$ cat src/rtl/hazard_stall_controller_if.sv
// Pipeline-to-hazard-controller bundle: ID/EX/MEM hazard inputs, MDU and data-memory
// handshakes in; stall, bubble, flush and freeze controls out.
interface hazard_stall_controller_if;
    logic [4:0]  rs1_addr_id;
    logic [4:0]  rs2_addr_id;
    logic        rs1_valid_id;
    logic        rs2_valid_id;
    logic [4:0]  rd_addr_ex;
    logic        rd_valid_ex;
    logic        is_load_ex;
    logic [4:0]  rd_addr_mem;
    logic        rd_valid_mem;
    logic        is_load_mem;
    logic        branch_taken_ex;
    logic        mdu_req_ex;
    logic        mdu_done;
    logic        dmem_req_mem;
    logic        dmem_ready;
    logic        pc_stall;
    logic        if_id_stall;
    logic        id_ex_bubble;
    logic        if_id_flush;
    logic        id_ex_flush;
    logic        ex_stall;
    logic        ex_mem_bubble;
    logic        freeze;
    logic        mdu_start;
    logic        mdu_timeout;
    logic [31:0] stall_count;
    logic [1:0]  state_o;

    modport master (
        output rs1_addr_id, rs2_addr_id, rs1_valid_id, rs2_valid_id,
               rd_addr_ex, rd_valid_ex, is_load_ex,
               rd_addr_mem, rd_valid_mem, is_load_mem,
               branch_taken_ex, mdu_req_ex, mdu_done, dmem_req_mem, dmem_ready,
        input  pc_stall, if_id_stall, id_ex_bubble, if_id_flush, id_ex_flush,
               ex_stall, ex_mem_bubble, freeze, mdu_start, mdu_timeout,
               stall_count, state_o
    );

    modport slave (
        input  rs1_addr_id, rs2_addr_id, rs1_valid_id, rs2_valid_id,
               rd_addr_ex, rd_valid_ex, is_load_ex,
               rd_addr_mem, rd_valid_mem, is_load_mem,
               branch_taken_ex, mdu_req_ex, mdu_done, dmem_req_mem, dmem_ready,
        output pc_stall, if_id_stall, id_ex_bubble, if_id_flush, id_ex_flush,
               ex_stall, ex_mem_bubble, freeze, mdu_start, mdu_timeout,
               stall_count, state_o
    );
endinterface

$ cat src/rtl/hazard_stall_controller.sv
// Stall/flush/freeze sequencer for the 5-stage pipeline: covers load-use, multi-cycle
// MDU and data-memory wait hazards that WB-only forwarding cannot resolve.
module hazard_stall_controller #(
    parameter int LOAD_USE_PENALTY = 2,
    parameter int MDU_TIMEOUT      = 64
) (
    input  logic                    clk,
    input  logic                    rst_n,
    hazard_stall_controller_if.slave bus
);
    typedef enum logic [1:0] {
        S_RUN       = 2'd0,
        S_LOAD_WAIT = 2'd1,
        S_MDU_BUSY  = 2'd2
    } state_t;

    localparam int TW = $clog2(MDU_TIMEOUT + 1);

    state_t        r_state;
    logic [1:0]    r_cnt;
    logic [TW-1:0] r_timer;
    logic          r_timeout;
    logic [31:0]   r_stall_count;

    logic w_use_ex, w_use_mem, w_load_use, w_freeze, w_timer_last;
    logic w_pc_stall, w_if_id_stall, w_id_ex_bubble, w_if_id_flush, w_id_ex_flush;
    logic w_ex_stall, w_ex_mem_bubble, w_mdu_start;

    assign w_use_ex = bus.rd_valid_ex && (bus.rd_addr_ex != 5'd0) &&
                      ((bus.rs1_valid_id && bus.rs1_addr_id == bus.rd_addr_ex) ||
                       (bus.rs2_valid_id && bus.rs2_addr_id == bus.rd_addr_ex));
    assign w_use_mem = bus.rd_valid_mem && (bus.rd_addr_mem != 5'd0) &&
                       ((bus.rs1_valid_id && bus.rs1_addr_id == bus.rd_addr_mem) ||
                        (bus.rs2_valid_id && bus.rs2_addr_id == bus.rd_addr_mem));
    assign w_load_use   = (bus.is_load_ex && w_use_ex) || (bus.is_load_mem && w_use_mem);
    assign w_freeze     = bus.dmem_req_mem && !bus.dmem_ready;
    assign w_timer_last = (r_timer == TW'(MDU_TIMEOUT - 1));

    // Controls are gated by rst_n so every output reads 0 while reset is held.
    always_comb begin
        // NOTE: every output gets a default first so no path through the case infers a latch.
        w_pc_stall      = 1'b0;
        w_if_id_stall   = 1'b0;
        w_id_ex_bubble  = 1'b0;
        w_if_id_flush   = 1'b0;
        w_id_ex_flush   = 1'b0;
        w_ex_stall      = 1'b0;
        w_ex_mem_bubble = 1'b0;
        w_mdu_start     = 1'b0;
        if (!rst_n) begin
            w_pc_stall = 1'b0;
        end else if (w_freeze) begin
            w_pc_stall = 1'b1;
        end else begin
            unique case (r_state)
                S_RUN: begin
                    if (bus.branch_taken_ex) begin
                        w_if_id_flush = 1'b1;
                        w_id_ex_flush = 1'b1;
                    end else if (bus.mdu_req_ex) begin
                        w_mdu_start     = 1'b1;
                        w_pc_stall      = 1'b1;
                        w_if_id_stall   = 1'b1;
                        w_ex_stall      = 1'b1;
                        w_ex_mem_bubble = 1'b1;
                    end else if (w_load_use) begin
                        w_pc_stall     = 1'b1;
                        w_if_id_stall  = 1'b1;
                        w_id_ex_bubble = 1'b1;
                    end
                end
                S_LOAD_WAIT: begin
                    w_pc_stall     = 1'b1;
                    w_if_id_stall  = 1'b1;
                    w_id_ex_bubble = 1'b1;
                end
                S_MDU_BUSY: begin
                    if (!bus.mdu_done && !w_timer_last) begin
                        w_pc_stall      = 1'b1;
                        w_if_id_stall   = 1'b1;
                        w_ex_stall      = 1'b1;
                        w_ex_mem_bubble = 1'b1;
                    end
                end
                default: w_pc_stall = 1'b0;
            endcase
        end
    end

    // NOTE: sequential state uses non-blocking assignments so all registers update together.
    always_ff @(posedge clk or negedge rst_n) begin
        if (!rst_n) begin
            // NOTE: the asynchronous reset clears every register, so no pending stall survives it.
            r_state       <= S_RUN;
            r_cnt         <= 2'd0;
            r_timer       <= '0;
            r_timeout     <= 1'b0;
            r_stall_count <= 32'd0;
        end else begin
            if (w_pc_stall) r_stall_count <= r_stall_count + 32'd1;
            if (!w_freeze) begin
                unique case (r_state)
                    S_RUN: begin
                        if (!bus.branch_taken_ex) begin
                            if (bus.mdu_req_ex) begin
                                r_state <= S_MDU_BUSY;
                                r_timer <= '0;
                            end else if (bus.is_load_ex && w_use_ex && LOAD_USE_PENALTY > 1) begin
                                r_state <= S_LOAD_WAIT;
                                r_cnt   <= 2'(LOAD_USE_PENALTY - 1);
                            end
                        end
                    end
                    S_LOAD_WAIT: begin
                        r_cnt <= r_cnt - 2'd1;
                        if (r_cnt <= 2'd1) r_state <= S_RUN;
                    end
                    S_MDU_BUSY: begin
                        if (bus.mdu_done) begin
                            r_state <= S_RUN;
                        end else if (w_timer_last) begin
                            r_timeout <= 1'b1;
                            r_state   <= S_RUN;
                        end else begin
                            r_timer <= r_timer + TW'(1);
                        end
                    end
                    default: r_state <= S_RUN;
                endcase
            end
        end
    end

    assign bus.pc_stall      = w_pc_stall;
    assign bus.if_id_stall   = w_if_id_stall;
    assign bus.id_ex_bubble  = w_id_ex_bubble;
    assign bus.if_id_flush   = w_if_id_flush;
    assign bus.id_ex_flush   = w_id_ex_flush;
    assign bus.ex_stall      = w_ex_stall;
    assign bus.ex_mem_bubble = w_ex_mem_bubble;
    assign bus.freeze        = rst_n && w_freeze;
    assign bus.mdu_start     = w_mdu_start;
    assign bus.mdu_timeout   = r_timeout;
    assign bus.stall_count   = r_stall_count;
    assign bus.state_o       = r_state;
endmodule

$ cat src/flat_wrapper.sv
// flat-port wrapper written by rule: the top's interface ports become plain ports
module hazard_stall_controller_flat 
#(
    parameter int LOAD_USE_PENALTY = 2,
    parameter int MDU_TIMEOUT      = 64
)
  (clk, rst_n, bus_rs1_addr_id, bus_rs2_addr_id, bus_rs1_valid_id, bus_rs2_valid_id, bus_rd_addr_ex, bus_rd_valid_ex, bus_is_load_ex, bus_rd_addr_mem, bus_rd_valid_mem, bus_is_load_mem, bus_branch_taken_ex, bus_mdu_req_ex, bus_mdu_done, bus_dmem_req_mem, bus_dmem_ready, bus_pc_stall, bus_if_id_stall, bus_id_ex_bubble, bus_if_id_flush, bus_id_ex_flush, bus_ex_stall, bus_ex_mem_bubble, bus_freeze, bus_mdu_start, bus_mdu_timeout, bus_stall_count, bus_state_o);
  hazard_stall_controller_if bus_i ();
  input  logic clk;
  input  logic rst_n;
  input wire logic [$bits(bus_i.rs1_addr_id)-1:0] bus_rs1_addr_id;
  input wire logic [$bits(bus_i.rs2_addr_id)-1:0] bus_rs2_addr_id;
  input wire logic [$bits(bus_i.rs1_valid_id)-1:0] bus_rs1_valid_id;
  input wire logic [$bits(bus_i.rs2_valid_id)-1:0] bus_rs2_valid_id;
  input wire logic [$bits(bus_i.rd_addr_ex)-1:0] bus_rd_addr_ex;
  input wire logic [$bits(bus_i.rd_valid_ex)-1:0] bus_rd_valid_ex;
  input wire logic [$bits(bus_i.is_load_ex)-1:0] bus_is_load_ex;
  input wire logic [$bits(bus_i.rd_addr_mem)-1:0] bus_rd_addr_mem;
  input wire logic [$bits(bus_i.rd_valid_mem)-1:0] bus_rd_valid_mem;
  input wire logic [$bits(bus_i.is_load_mem)-1:0] bus_is_load_mem;
  input wire logic [$bits(bus_i.branch_taken_ex)-1:0] bus_branch_taken_ex;
  input wire logic [$bits(bus_i.mdu_req_ex)-1:0] bus_mdu_req_ex;
  input wire logic [$bits(bus_i.mdu_done)-1:0] bus_mdu_done;
  input wire logic [$bits(bus_i.dmem_req_mem)-1:0] bus_dmem_req_mem;
  input wire logic [$bits(bus_i.dmem_ready)-1:0] bus_dmem_ready;
  output wire logic [$bits(bus_i.pc_stall)-1:0] bus_pc_stall;
  output wire logic [$bits(bus_i.if_id_stall)-1:0] bus_if_id_stall;
  output wire logic [$bits(bus_i.id_ex_bubble)-1:0] bus_id_ex_bubble;
  output wire logic [$bits(bus_i.if_id_flush)-1:0] bus_if_id_flush;
  output wire logic [$bits(bus_i.id_ex_flush)-1:0] bus_id_ex_flush;
  output wire logic [$bits(bus_i.ex_stall)-1:0] bus_ex_stall;
  output wire logic [$bits(bus_i.ex_mem_bubble)-1:0] bus_ex_mem_bubble;
  output wire logic [$bits(bus_i.freeze)-1:0] bus_freeze;
  output wire logic [$bits(bus_i.mdu_start)-1:0] bus_mdu_start;
  output wire logic [$bits(bus_i.mdu_timeout)-1:0] bus_mdu_timeout;
  output wire logic [$bits(bus_i.stall_count)-1:0] bus_stall_count;
  output wire logic [$bits(bus_i.state_o)-1:0] bus_state_o;
  assign bus_i.rs1_addr_id = bus_rs1_addr_id;
  assign bus_i.rs2_addr_id = bus_rs2_addr_id;
  assign bus_i.rs1_valid_id = bus_rs1_valid_id;
  assign bus_i.rs2_valid_id = bus_rs2_valid_id;
  assign bus_i.rd_addr_ex = bus_rd_addr_ex;
  assign bus_i.rd_valid_ex = bus_rd_valid_ex;
  assign bus_i.is_load_ex = bus_is_load_ex;
  assign bus_i.rd_addr_mem = bus_rd_addr_mem;
  assign bus_i.rd_valid_mem = bus_rd_valid_mem;
  assign bus_i.is_load_mem = bus_is_load_mem;
  assign bus_i.branch_taken_ex = bus_branch_taken_ex;
  assign bus_i.mdu_req_ex = bus_mdu_req_ex;
  assign bus_i.mdu_done = bus_mdu_done;
  assign bus_i.dmem_req_mem = bus_dmem_req_mem;
  assign bus_i.dmem_ready = bus_dmem_ready;
  assign bus_pc_stall = bus_i.pc_stall;
  assign bus_if_id_stall = bus_i.if_id_stall;
  assign bus_id_ex_bubble = bus_i.id_ex_bubble;
  assign bus_if_id_flush = bus_i.if_id_flush;
  assign bus_id_ex_flush = bus_i.id_ex_flush;
  assign bus_ex_stall = bus_i.ex_stall;
  assign bus_ex_mem_bubble = bus_i.ex_mem_bubble;
  assign bus_freeze = bus_i.freeze;
  assign bus_mdu_start = bus_i.mdu_start;
  assign bus_mdu_timeout = bus_i.mdu_timeout;
  assign bus_stall_count = bus_i.stall_count;
  assign bus_state_o = bus_i.state_o;
  hazard_stall_controller #(.LOAD_USE_PENALTY(LOAD_USE_PENALTY), .MDU_TIMEOUT(MDU_TIMEOUT)) u_core (.clk(clk), .rst_n(rst_n), .bus(bus_i));
endmodule
$ cat config.mk
export PLATFORM = sky130hd
export DESIGN_NAME = hazard_stall_controller_flat
export DESIGN_NICKNAME = d
export VERILOG_FILES = /design/src/rtl/hazard_stall_controller_if.sv /design/src/rtl/hazard_stall_controller.sv /design/src/flat_wrapper.sv
export SDC_FILE = /design/constraint.sdc
export NUM_CORES = 1
export LEC_CHECK = 0
export BUFFER_PORTS_ARGS = -buffer_cell sky130_fd_sc_hd__buf_2
export CORE_UTILIZATION = 38
export DETAILED_ROUTE_END_ITERATION = 8
export GPL_TIMING_DRIVEN = 0
export HOLD_SLACK_MARGIN = 0.12
export PLACE_DENSITY_LB_ADDON = 0.08
export SLEW_MARGIN = 40
export SYNTH_ARGS = -nofsm -noshare
export SYNTH_HDL_FRONTEND = slang
export SYNTH_SLANG_ARGS = --single-unit
$ cat constraint.sdc
create_clock -name clk -period 2.25 [get_ports clk]
set_input_delay 0 -clock clk [delete_from_list [all_inputs] [get_ports clk]]
set_output_delay 0 -clock clk [all_outputs]
set_load 0.05 [all_outputs]
Word level (Yosys, flattened, before mapping)
Cells that the tools add are included.
{ "word_totals": {"ff_bits": 44} }
{ "classes": {"n_mux": 41, "reduce_logical": 28, "order_cmp": 1, "bitwise": 2, "eq_ne": 16, "addsub": 3} }
{ "ops": {"columns": ["op", "count"], "rows": [
  ["$add A32 B1 Y32 const B", 1],
  ["$mux W7", 4],
  ["$mux W1", 23],
  ["$eq A5 B5 Y1", 4],
  ["$mux W2", 8],
  ["$pmux W7 S2", 1],
  ["$logic_and A1 B1 Y1", 13],
  ["$ne A2 B2 Y1 const B", 5],
  ["$reduce_and A5 Y1", 2],
  ["$reduce_bool A5 Y1", 2],
  ["$add A7 B1 Y7 const B", 1],
  ["$eq A7 B6 Y1 const B", 1],
  ["$ne A3 B2 Y1 const B", 2],
  ["$pmux W2 S3", 1],
  ["$reduce_and A6 Y1", 1],
  ["$ne A2 B1 Y1 const B", 2],
  ["$pmux W1 S2", 2],
  ["$pmux W2 S2", 1],
  ["$reduce_and A4 Y1", 1],
  ["$reduce_bool A2 Y1", 2],
  ["$logic_not A1 Y1", 3],
  ["$logic_or A1 B1 Y1", 3],
  ["$pmux W1 S3", 1],
  ["$eq A2 B1 Y1 const B", 1],
  ["5 further kinds", 6]
]} }

Longest topological paths before layout
Gate-level depths: netlist of run 1.
{ "logic_depth": {"depth_word": 12, "depth_mapped": 10} }

Worst setup path before layout of run 1
OpenSTA, ideal clock, no wires.
{ "synth_path": {"path_type": "reg2out", "startpoint": "reg u_core.r_state[1] (netlist: u_core.bus.state_o[1])", "endpoint": "out bus_if_id_flush", "n_path_buf": 2, "required_ps": 2250, "t_arrival_ps": 3021, "stages_incl_launch_ff": 4, "path_slack_ps": -771, "cell_sequence": "dfrtp_1 -> clkbuf_1 -> nor4b_1 -> buf_4"} }
{ "synth_via": {"elab_chain_cells": 4} }
{ "synth_rtl": {"columns": ["item", "line", "text"], "rows": [
  ["start: declaration", "hazard_stall_controller.sv:19", "state_t r_state;"],
  ["start signal: assignment", "hazard_stall_controller.sv:94", "r_state <= S_RUN;"],
  ["start signal: assignment", "hazard_stall_controller.sv:106", "r_state <= S_MDU_BUSY;"],
  ["start signal: assignment", "hazard_stall_controller.sv:109", "r_state <= S_LOAD_WAIT;"],
  ["$logic_not A2 Y1", null, null],
  ["$mux W1 (3 in series)", null, null],
  ["end: declaration", "flat_wrapper.sv:29", "output wire logic [$bits(bus_i.if_id_flush)-1:0] bus_if_id_flush;"]
]} }
Every way passes these cells.

Worst setup path after layout of run 1
{ "layout_path": {"startpoint": "reg u_core.r_timer[0]", "endpoint": "out bus_pc_stall"} }
{ "layout_via": {"elab_chain_cells": 7} }
{ "layout_rtl": {"columns": ["item", "line", "text"], "rows": [
  ["start: declaration", "hazard_stall_controller.sv:21", "logic [TW-1:0] r_timer;"],
  ["start signal: assignment", "hazard_stall_controller.sv:125", "r_timer <= r_timer + TW'(1);"],
  ["$eq A7 B6 Y1", "hazard_stall_controller.sv:37", "assign w_timer_last = (r_timer == TW'(MDU_TIMEOUT - 1));"],
  ["$logic_not A1 Y1", "hazard_stall_controller.sv:78", "if (!bus.mdu_done && !w_timer_last) begin"],
  ["$logic_and A1 B1 Y1", "hazard_stall_controller.sv:78", null],
  ["$mux W1", "hazard_stall_controller.sv:78", null],
  ["$pmux W1 S3", "hazard_stall_controller.sv:55", "unique case (r_state)"],
  ["$mux W1", "hazard_stall_controller.sv:52", "end else if (w_freeze) begin"],
  ["$mux W1", "hazard_stall_controller.sv:50", "if (!rst_n) begin"],
  ["end: declaration", "flat_wrapper.sv:26", "output wire logic [$bits(bus_i.pc_stall)-1:0] bus_pc_stall;"]
]} }
Every way passes these cells.

==> results.yml, run 1 <==
status:
  status: "finished clean"
finish:
  final_common_cell: "buf_2"
  fill_cells: 686
  areaGrowthSynthToFinish_pct: 27.7
  drive_above_1_share_pct: 33.1
  multiInputGateArea_um2: 1520
  fin_cells: 471
  layout.nets: 410
  mostFrequentLayoutCells: "76 x buf_2, 42 x dfrtp_1, 29 x xor2_1"
  regArea_um2: 1100
  diodes: 0
  design_area_um2: 3480
  final_util_pct: 50.7
route:
  ant_nets: 0
  dr.pass1.iters: 4
  drt_iter0_markers: 76
  vias: 2382
  drc: 0
  routedWlPerCell_um: 13.7
  vias_per_cell: 5.06
  drt_wl_total_um: 6460
logic_synthesis:
  async_reset_ff_share_pct: 100
  synth_top_cell_by_area: "dfrtp_1"
  syn_inst: 283
  synth_area_um2: 2730
  synthTopCellsByArea: "dfrtp_1 40%, xor2_1 9.3%, xnor2_1 7.7%, nor3_1 4.8%, nand4_1 4.4%"
  synthesis.nets: 319
  syn_avg_cell_area_um2: 9.64
  synth-seq-cells: 44
  yosys_warnings: 0
  ys_types: 47
  yosysTopAreaCellShare_pct: 40.4
  yosysSeqAreaShare_pct: 40.4
  synth-edff-count: 0
  ys.flop_type: "dfrtp_1"
worst_setup_path:
  crit_start: "u_core.r_timer[0]"
  required_ns: 2.25
  critPathCaptureType: "output pin"
  worst_r2r_startpoint: "u_core.r_timer[0]"
  cp.arrival_ns: 2.12
  path_class: "reg -> out"
  path_max_fanout: 4
  start_kind: "flip-flop"
floorplan:
  initial_core_util_pct: 39.7
  core_um2: 6870
  io_pins: 77
  die_y_um: 86.7
  die-area_um2: 7520
  die_x_um: 86.7
  rows: 30
pwr:
  ir_drop_mv: 0.264
  intPower_w: 0.00142
  powerDensity_nw_per_um2: 637
  clkPwrFrac_pct: 27.0
  sw_frac_of_total_pct: 36.2
  combPwrFrac_pct: 31.8
  switching_power_w: 0.000803
  power_frac_seq_pct: 41.2
  p_leak_nw: 1.73
placement:
  dp.cells: 455
  dpl-instance-area_um2: 3250
  dp_hpwl_um: 4760
  gp_congestion: 0.765
  port_buffers: 76
timing:
  fmax_ghz: 0.472
  fin_hold_ws_ns: 0.238
  tightest_slew_ns: 0.560
  rsz0062_at_grt: "no"
  max_slew_margin_pct: 62.7
  finalClockSkew_ns: 0.00433
  fin_setup_tns_ns: 0
  fin_crit_sh_pct: 94.1
  hold_violations: 0
  maxSlewViolCount: 0
  period_needed_ns: 2.12
  setup_viol: 0
global_routing:
  grt_pass1_wl_um: 10800
  grt_overflow_total: 0
  antenna_found_initial: 0
  grt_max_degree: 45
  grt_pass1_vias: 2260
  grt_usage_pct: 18.2
clock_tree:
  numCtsBuffers: 5
  clock-sinks: 44
  cts_tree: "done"
  cts.clk_slew.worst_paths_ns: 0.08
  htree_levels: 2
  cts_root_buf: "clkbuf_8"
  clockBufferDepth: 2
  clock_latency_ns: 0.30
run:
  max_cap_viol_count: 0
min_path:
  hp-start: "bus_dmem_req_mem"
  hp-class: "in -> reg"
flip-flops by register name, summed over array words and instances (netlist names):
register / cells
u_core.bus.stall_count: 32
u_core.r_cnt: 2
u_core.bus.state_o: 2
u_core.bus.mdu_timeout: 1
u_core.r_timer: 7
path summary, 6_finish.rpt:
path                                              endpoint  slack, ns  cells past startpoint
worst max-delay path                          bus_pc_stall       0.13                      9
worst min-delay path                 u_core.bus.state_o[1]       0.24                      4
worst max register to register  u_core.bus.stall_count[17]       0.16                     10
worst min register to register  u_core.bus.stall_count[31]       0.47                      1
max in group asynchronous        u_core.bus.stall_count[2]       1.76                      3
min in group asynchronous                u_core.r_timer[3]       0.28                      3
critical path: stages (launching register included):
cell and delay (ns):
dfrtp_1 0.41, ha_2 0.21, nand3_1 0.13, nor3_1 0.10, nor2_1 0.09, nand2_1 0.05
and3_1 0.18, buf_4 0.16, nor3b_4 0.29, buf_6 0.20
final cells by class:
| cell class | instances | area share (%) |
|---|---|---|
| Multi-Input combinational cell | 217 | 43.5 |
| Sequential cell | 44 | 31.7 |
| Timing Repair Buffer | 84 | 13.8 |
| Buffer | 17 | 3.84 |
| Tap cell | 96 | 3.45 |
| Clock buffer | 6 | 2.08 |
| Clock inverter | 2 | 1.01 |
| Inverter | 5 | 0.539 |
cell usage after synthesis, types with 2 or more instances:
library cell	n
dfrtp_1	44
xor2_1	29
nor3_1	26
xnor2_1	24
nand2_1	20
nand4_1	19
nor2_1	15
nand3_1	13
o21ai_0	8
nor4_1	7
and3_1	6
a21oi_1	5
buf_2	5
buf_6	5
nor4b_2	5
and2_1	4
inv_1	4
buf_4	3
clkbuf_1	3
ha_1	3
or3_1	3
and4_1	2
nand2b_1	2
nand3b_1	2
nor3_2	2
o311a_1	2
o31ai_1	2
metrics by stage:
stage	worst slack (ns)	power [W]
2_1_floorplan	0.0154	0.00140
3_3_place_gp	-0.408	0.00159
3_5_place_dp	-0.199	0.00160
4_1_cts	0.0102	0.00222
5_1_grt	0.000177	0.00234
6_report	0.132	0.00222
per-layer routing:
| layer | routed length [um] | share of wire, % | GRT usage [%] |
|---|---|---|---|
| met1 | 3180 | 49 | 25.7 |
| met2 | 2960 | 46 | 28.6 |
| met3 | 248 | 3.8 | 4.10 |
| met4 | 68 | 1.1 | 4.09 |
| met5 | 0 | 0 | 0 |
kinds of logic after synthesis:
group	Yosys count	share of synthesized area, %
adders and majority gates	3	1.38
DFF	44	40.4
and+or+nand+nor	135	29.2
buffers and inverters	22	5.05
muxes	1	0.550
AOI/OAI and AO/OA	25	6.47
xor gates and xnor gates	53	17.0
power by group through the flow:
stage               registers (W)  logic (W)  clock network (W)
detailed placement       0.000930   0.000671                  0
finish                   0.000914   0.000706           0.000599
global placement         0.000927   0.000666                  0
floorplan                 0.00108   0.000315                  0
global route             0.000922   0.000768           0.000648
CTS                      0.000914   0.000694           0.000616
what timing repair did:
action | in CTS | in global routing
pin swaps | 0 | 2
gates resized for setup | 4 | 7
endpoints found under the setup margin | 22 | 25
buffers inserted | 0 | 2
hold endpoints to repair | 47 | 0
hold buffers | 6 | 0
(Power assumes the default switching activity.)
==> run 2: changes to the inputs <==
- MAX_ROUTING_LAYER: unset -> met4
==> run 2 against run 1 <==
Against the previous run:
- clock power is essentially flat
- maximum frequency about the same
- register-to-register slack about the same
- critical path type unchanged
- clock skew increased by 0.00070 ns
- wire length down 0.12%
- largest cell class unchanged
- worst hold slack improved by 0.0017 ns
- global-route usage up 0.57 points
==> results.yml, run 2 (synthesized netlist as in run 1, its figures left out) <==
route:
  vias_per_cell: 5.07
  dr.pass1.iters: 4
  drc: 0
  routedWlPerCell_um: 13.7
  drt_wl_total_um: 6450
  vias: 2387
  ant_nets: 0
  drt_iter0_markers: 79
floorplan:
  initial_core_util_pct: 39.7
  die_y_um: 86.7
  die_x_um: 86.7
  rows: 30
  die-area_um2: 7520
  io_pins: 77
  core_um2: 6870
worst_setup_path:
  cp_num_buf_inv: 2
  crit_cells: 9
  cp.arrival_ns: 2.12
  crit_start: "u_core.r_timer[0]"
  path_class: "reg -> out"
  critPathCaptureType: "output pin"
  cpMaxStageDelayCell: "dfrtp_1"
  r2r_end: "u_core.bus.stall_count[17]"
  setup.worst_path.end: "bus_pc_stall"
  rrSetupSlack_ns: 0.16
  cp_top_family: "simple AND/OR/NAND/NOR gates"
  reg2reg_depth: 10
  worst_path_largest_cell_delay_ns: 0.41
  required_ns: 2.25
  start_kind: "flip-flop"
  worst_r2r_startpoint: "u_core.r_timer[0]"
  path_cells: "ha_2 -> nand3_1 -> nor3_1 -> nor2_1 -> nand2_1 -> and3_1 -> buf_4 -> nor3b_4 -> buf_6"
  path_max_fanout: 4
pwr:
  powerDensity_nw_per_um2: 637
  p_total_w: 0.00222
  p_leak_nw: 1.73
  ir_drop_mv: 0.264
placement:
  dp.cells: 455
  port_buffers: 76
  gp_congestion: 0.775
  pre_cts_ws_ns: -0.199
  dp_hpwl_um: 4760
  dpl-instance-area_um2: 3250
finish:
  mostFrequentLayoutCells: "76 x buf_2, 42 x dfrtp_1, 29 x xor2_1"
  design_area_um2: 3480
  regArea_um2: 1100
  fin_cells: 471
  multiInputGateArea_um2: 1520
  diodes: 0
  drive_above_1_share_pct: 33.1
  layout.nets: 410
  fill_cells: 686
  areaGrowthSynthToFinish_pct: 27.7
  largest_reg_flops: 32
  final_common_cell: "buf_2"
timing:
  finalClockSkew_ns: 0.00503
  setup_slack_ns: 0.132
  fmax_ghz: 0.472
  fin_setup_tns_ns: 0
  tightest_slew_ns: 0.557
  rsz0062_at_grt: "no"
  hold_violations: 0
  fin_crit_sh_pct: 94.1
  maxSlewViolCount: 0
  max_slew_margin_pct: 62.9
  period_needed_ns: 2.12
  setup_viol: 0
global_routing:
  grt_overflow_total: 0
  grt_max_degree: 45
  antenna_found_initial: 0
  grt_usage_pct: 18.8
  grt_pass1_wl_um: 10800
  grt_pass1_vias: 2262
status:
  status: "finished clean"
clock_tree:
  clock-sinks: 44
  htree_levels: 2
  cts.clk_slew.worst_paths_ns: 0.08
  clockBufferDepth: 2
  clock_latency_ns: 0.30
  numCtsBuffers: 5
  cts_root_buf: "clkbuf_8"
  cts_tree: "done"
run:
  max_cap_viol_count: 0
min_path:
  hp-class: "in -> reg"
==> run 2: cell counts in the layout (fill, tap and decap cells not counted) <==
No cell type changed its count.
==> run 2: cell type report <==
type	count	area share, %
Timing Repair Buffer	84	13.8
Clock inverter	2	1.01
Buffer	17	3.84
Tap cell	96	3.45
Multi-Input combinational cell	217	43.5
Sequential cell	44	31.7
Inverter	5	0.539
Clock buffer	6	2.08
==> run 2: worst min path at each step <==
stage          cells after the start                      to             start  slack [ns]
3_5_place_dp                       1       u_core.r_timer[3]             rst_n        0.06
3_3_place_gp                       1       u_core.r_timer[3]             rst_n        0.27
6_report                           4   u_core.bus.state_o[1]  bus_dmem_req_mem        0.24
4_1_cts                            4   u_core.bus.state_o[1]  bus_dmem_req_mem        0.23
5_1_grt                            4   u_core.bus.state_o[1]  bus_dmem_req_mem        0.25
2_1_floorplan                      0  u_core.bus.mdu_timeout             rst_n       -0.30
==> run 2: what timing repair did <==
action	in CTS	in global routing
setup buffers	0	2
endpoints found under the hold margin	47	0
resized for setup	4	7
pin swaps	0	2
endpoints found under the setup margin	22	25
hold buffers	6	0
==> run 2: worst reg2reg max path: stages (launching register included) <==
cell	delay (ns)
dfrtp_1	0.41
ha_2	0.21
nand3_1	0.13
nor3_1	0.10
nor2_1	0.09
nand2_1	0.05
and3_1	0.18
buf_4	0.16
buf_6	0.15
nor4_1	0.38
xor2_1	0.17
==> run 2: where the power goes <==
| part | internal [W] | switching [W] | leakage (nW) |
|---|---|---|---|
| registers | 0.000849 | 0.0000649 | 0.600 |
| clock network | 0.000330 | 0.000271 | 0.0552 |
| logic | 0.000237 | 0.000468 | 1.07 |
| total | 0.00142 | 0.000803 | 1.73 |
==> run 2: metal layers <==
layer	share of wire, %	global-route usage [%]	vias up
met4	1.1	4.09	0
met3	4.2	4.10	7
met5	0	-	-
met2	46	28.5	53
li1	-	-	1184
met1	49	25.8	1143
==> run 2: stage by stage <==
step	utilization [%]	hold slack, ns
5_1_grt	50.7	0.252
2_1_floorplan	-	-0.296
6_report	50.7	0.240
3_3_place_gp	47.2	0.275
4_1_cts	50.2	0.229
3_5_place_dp	47.3	0.0607
==> run 3: changes to the inputs <==
- RECOVER_POWER: unset -> 50
==> run 3 against run 2 <==
Against the previous run:
- critical path depth did not move
- sequential power hardly changed
- worst hold slack better by 0.0016 ns
- clock power is essentially flat
- register-to-register slack about the same
- core utilization is 0.69 points lower
- clock skew is 0.00077 ns lower
- count of clock-buffer cells in the layout stayed put
- die area stayed put
- sequential share of layout area rose by 0.44 points
- largest power group unchanged
==> results.yml, run 3 (synthesized netlist as in run 1, its figures left out) <==
clock_tree:
  numCtsBuffers: 5
  clockBufferDepth: 2
  clock_latency_ns: 0.30
  htree_levels: 2
  cts.clk_slew.worst_paths_ns: 0.08
  clock-sinks: 44
  cts_tree: "done"
  cts_root_buf: "clkbuf_8"
pwr:
  p_leak_nw: 1.64
  powerDensity_nw_per_um2: 643
  ir_drop_mv: 0.262
  p_total_w: 0.00221
route:
  ant_nets: 0
  drt_iter0_markers: 70
  vias: 2389
  routedWlPerCell_um: 13.7
  vias_per_cell: 5.07
  drt_wl_total_um: 6480
  drc: 0
  dr.pass1.iters: 4
floorplan:
  rows: 30
  core_um2: 6870
  initial_core_util_pct: 39.7
  die-area_um2: 7520
  die_y_um: 86.7
  die_x_um: 86.7
  io_pins: 77
timing:
  fin_hold_ws_ns: 0.242
  maxSlewViolCount: 0
  fin_crit_sh_pct: 93.9
  finalClockSkew_ns: 0.00426
  max_slew_margin_pct: 27.5
  tightest_slew_ns: 1.09
  setup_viol: 0
  fin_setup_tns_ns: 0
  hold_violations: 0
  fmax_ghz: 0.473
  rsz0062_at_grt: "no"
  period_needed_ns: 2.11
worst_setup_path:
  critPathCaptureType: "output pin"
  cp.arrival_ns: 2.11
  cpMaxStageDelayCell: "dfrtp_1"
  required_ns: 2.25
  path_cells: "ha_2 -> nand3_1 -> nor3_1 -> nor2_1 -> nand2_1 -> and3_1 -> buf_4 -> nor3b_4 -> buf_6"
  start_kind: "flip-flop"
  cp_top_family: "simple AND/OR/NAND/NOR gates"
  path_max_fanout: 4
  cp_num_buf_inv: 2
  worst_path_largest_cell_delay_ns: 0.41
  path_class: "reg -> out"
min_path:
  hp-class: "in -> reg"
finish:
  drive_above_1_share_pct: 27.7
  largest_reg_flops: 32
  multiInputGateArea_um2: 1520
  final_common_cell: "buf_2"
  mostFrequentLayoutCells: "56 x buf_2, 42 x dfrtp_1, 29 x xor2_1"
  diodes: 0
  layout.nets: 410
  fill_cells: 693
  design_area_um2: 3430
  areaGrowthSynthToFinish_pct: 25.9
  regArea_um2: 1100
global_routing:
  grt_max_degree: 45
  grt_overflow_total: 0
  grt_pass1_vias: 2262
  antenna_found_initial: 0
  grt_pass1_wl_um: 10800
  grt_usage_pct: 18.8
placement:
  port_buffers: 76
  dpl-instance-area_um2: 3250
  dp_hpwl_um: 4760
  gp_congestion: 0.775
status:
  status: "finished clean"
run:
  max_cap_viol_count: 0
## run 3: changes by cell type in the layout (fill, tap and decap cells not counted)
cell      before  now
buf_16         1    0
clkbuf_2       0    1
buf_2         76   56
clkbuf_1       4   24
## run 3: where the power goes
part | leakage [nW] | total [W] | switching (W) | internal [W]
sequential | 0.600 | 0.000914 | 0.0000650 | 0.000849
clock | 0.0552 | 0.000602 | 0.000273 | 0.000330
combinational | 0.981 | 0.000692 | 0.000468 | 0.000224
total | 1.64 | 0.00221 | 0.000806 | 0.00140
## run 3: worst min-delay path: cells and delay by family
kind / cells / cell delay, ns
simple gates: 1 / 0.20
compound gates: 1 / 0.09
buf+inv: 2 / 0.22
## run 3: cell type report
class / count / share of cell area (%)
inverter: 5 / 0.546
sequential: 44 / 32.1
buffer: 17 / 3.90
clock buffer: 6 / 2.11
tap: 96 / 3.50
timing repair buffer: 84 / 12.6
multi-input combinational: 217 / 44.2
clock inverter: 2 / 1.02
## run 3: final timing paths
| check | from | endpoint | slack (ns) | depth (start not counted) |
|---|---|---|---|---|
| worst max-delay path | u_core.r_timer[0] | bus_pc_stall | 0.14 | 9 |
| worst min-delay path | bus_dmem_req_mem | u_core.bus.state_o[1] | 0.24 | 4 |
| worst max register to register | u_core.r_timer[0] | u_core.bus.stall_count[17] | 0.15 | 10 |
| worst min register to register | u_core.bus.stall_count[31] | u_core.bus.stall_count[31] | 0.48 | 1 |
| max in group asynchronous | rst_n | u_core.bus.state_o[0] | 0.91 | 3 |
| min in group asynchronous | rst_n | u_core.r_timer[4] | 0.61 | 3 |
## run 3: repair_timing
| item | 4_1_cts | 5_1_grt |
|---|---|---|
| hold buffers | 6 | 0 |
| resized for setup | 4 | 7 |
| buffers inserted | 0 | 2 |
| endpoints found under the hold margin | 47 | 0 |
| pin swaps | 0 | 2 |
| setup endpoints to repair | 22 | 25 |
## run 3: per-layer routing
metal  vias up  global-route usage, %  part of all wire, %
met5         -                      -                    0
met4         0                   4.09                  1.1
met3         7                   4.10                  4.1
met2        49                   28.5                   46
met1      1147                   25.8                   49
li1       1186                      -                    -
## run 3: through the flow
| step | worst slack, ns | utilization [%] | instances |
|---|---|---|---|
| floorplan | 0.0154 | - | 283 |
| global placement | -0.408 | 47.2 | 455 |
| detailed placement | -0.199 | 47.3 | 455 |
| CTS | 0.0102 | 50.2 | 469 |
| global route | 0.00402 | 50.0 | 471 |
| finish | 0.137 | 50.0 | 471 |
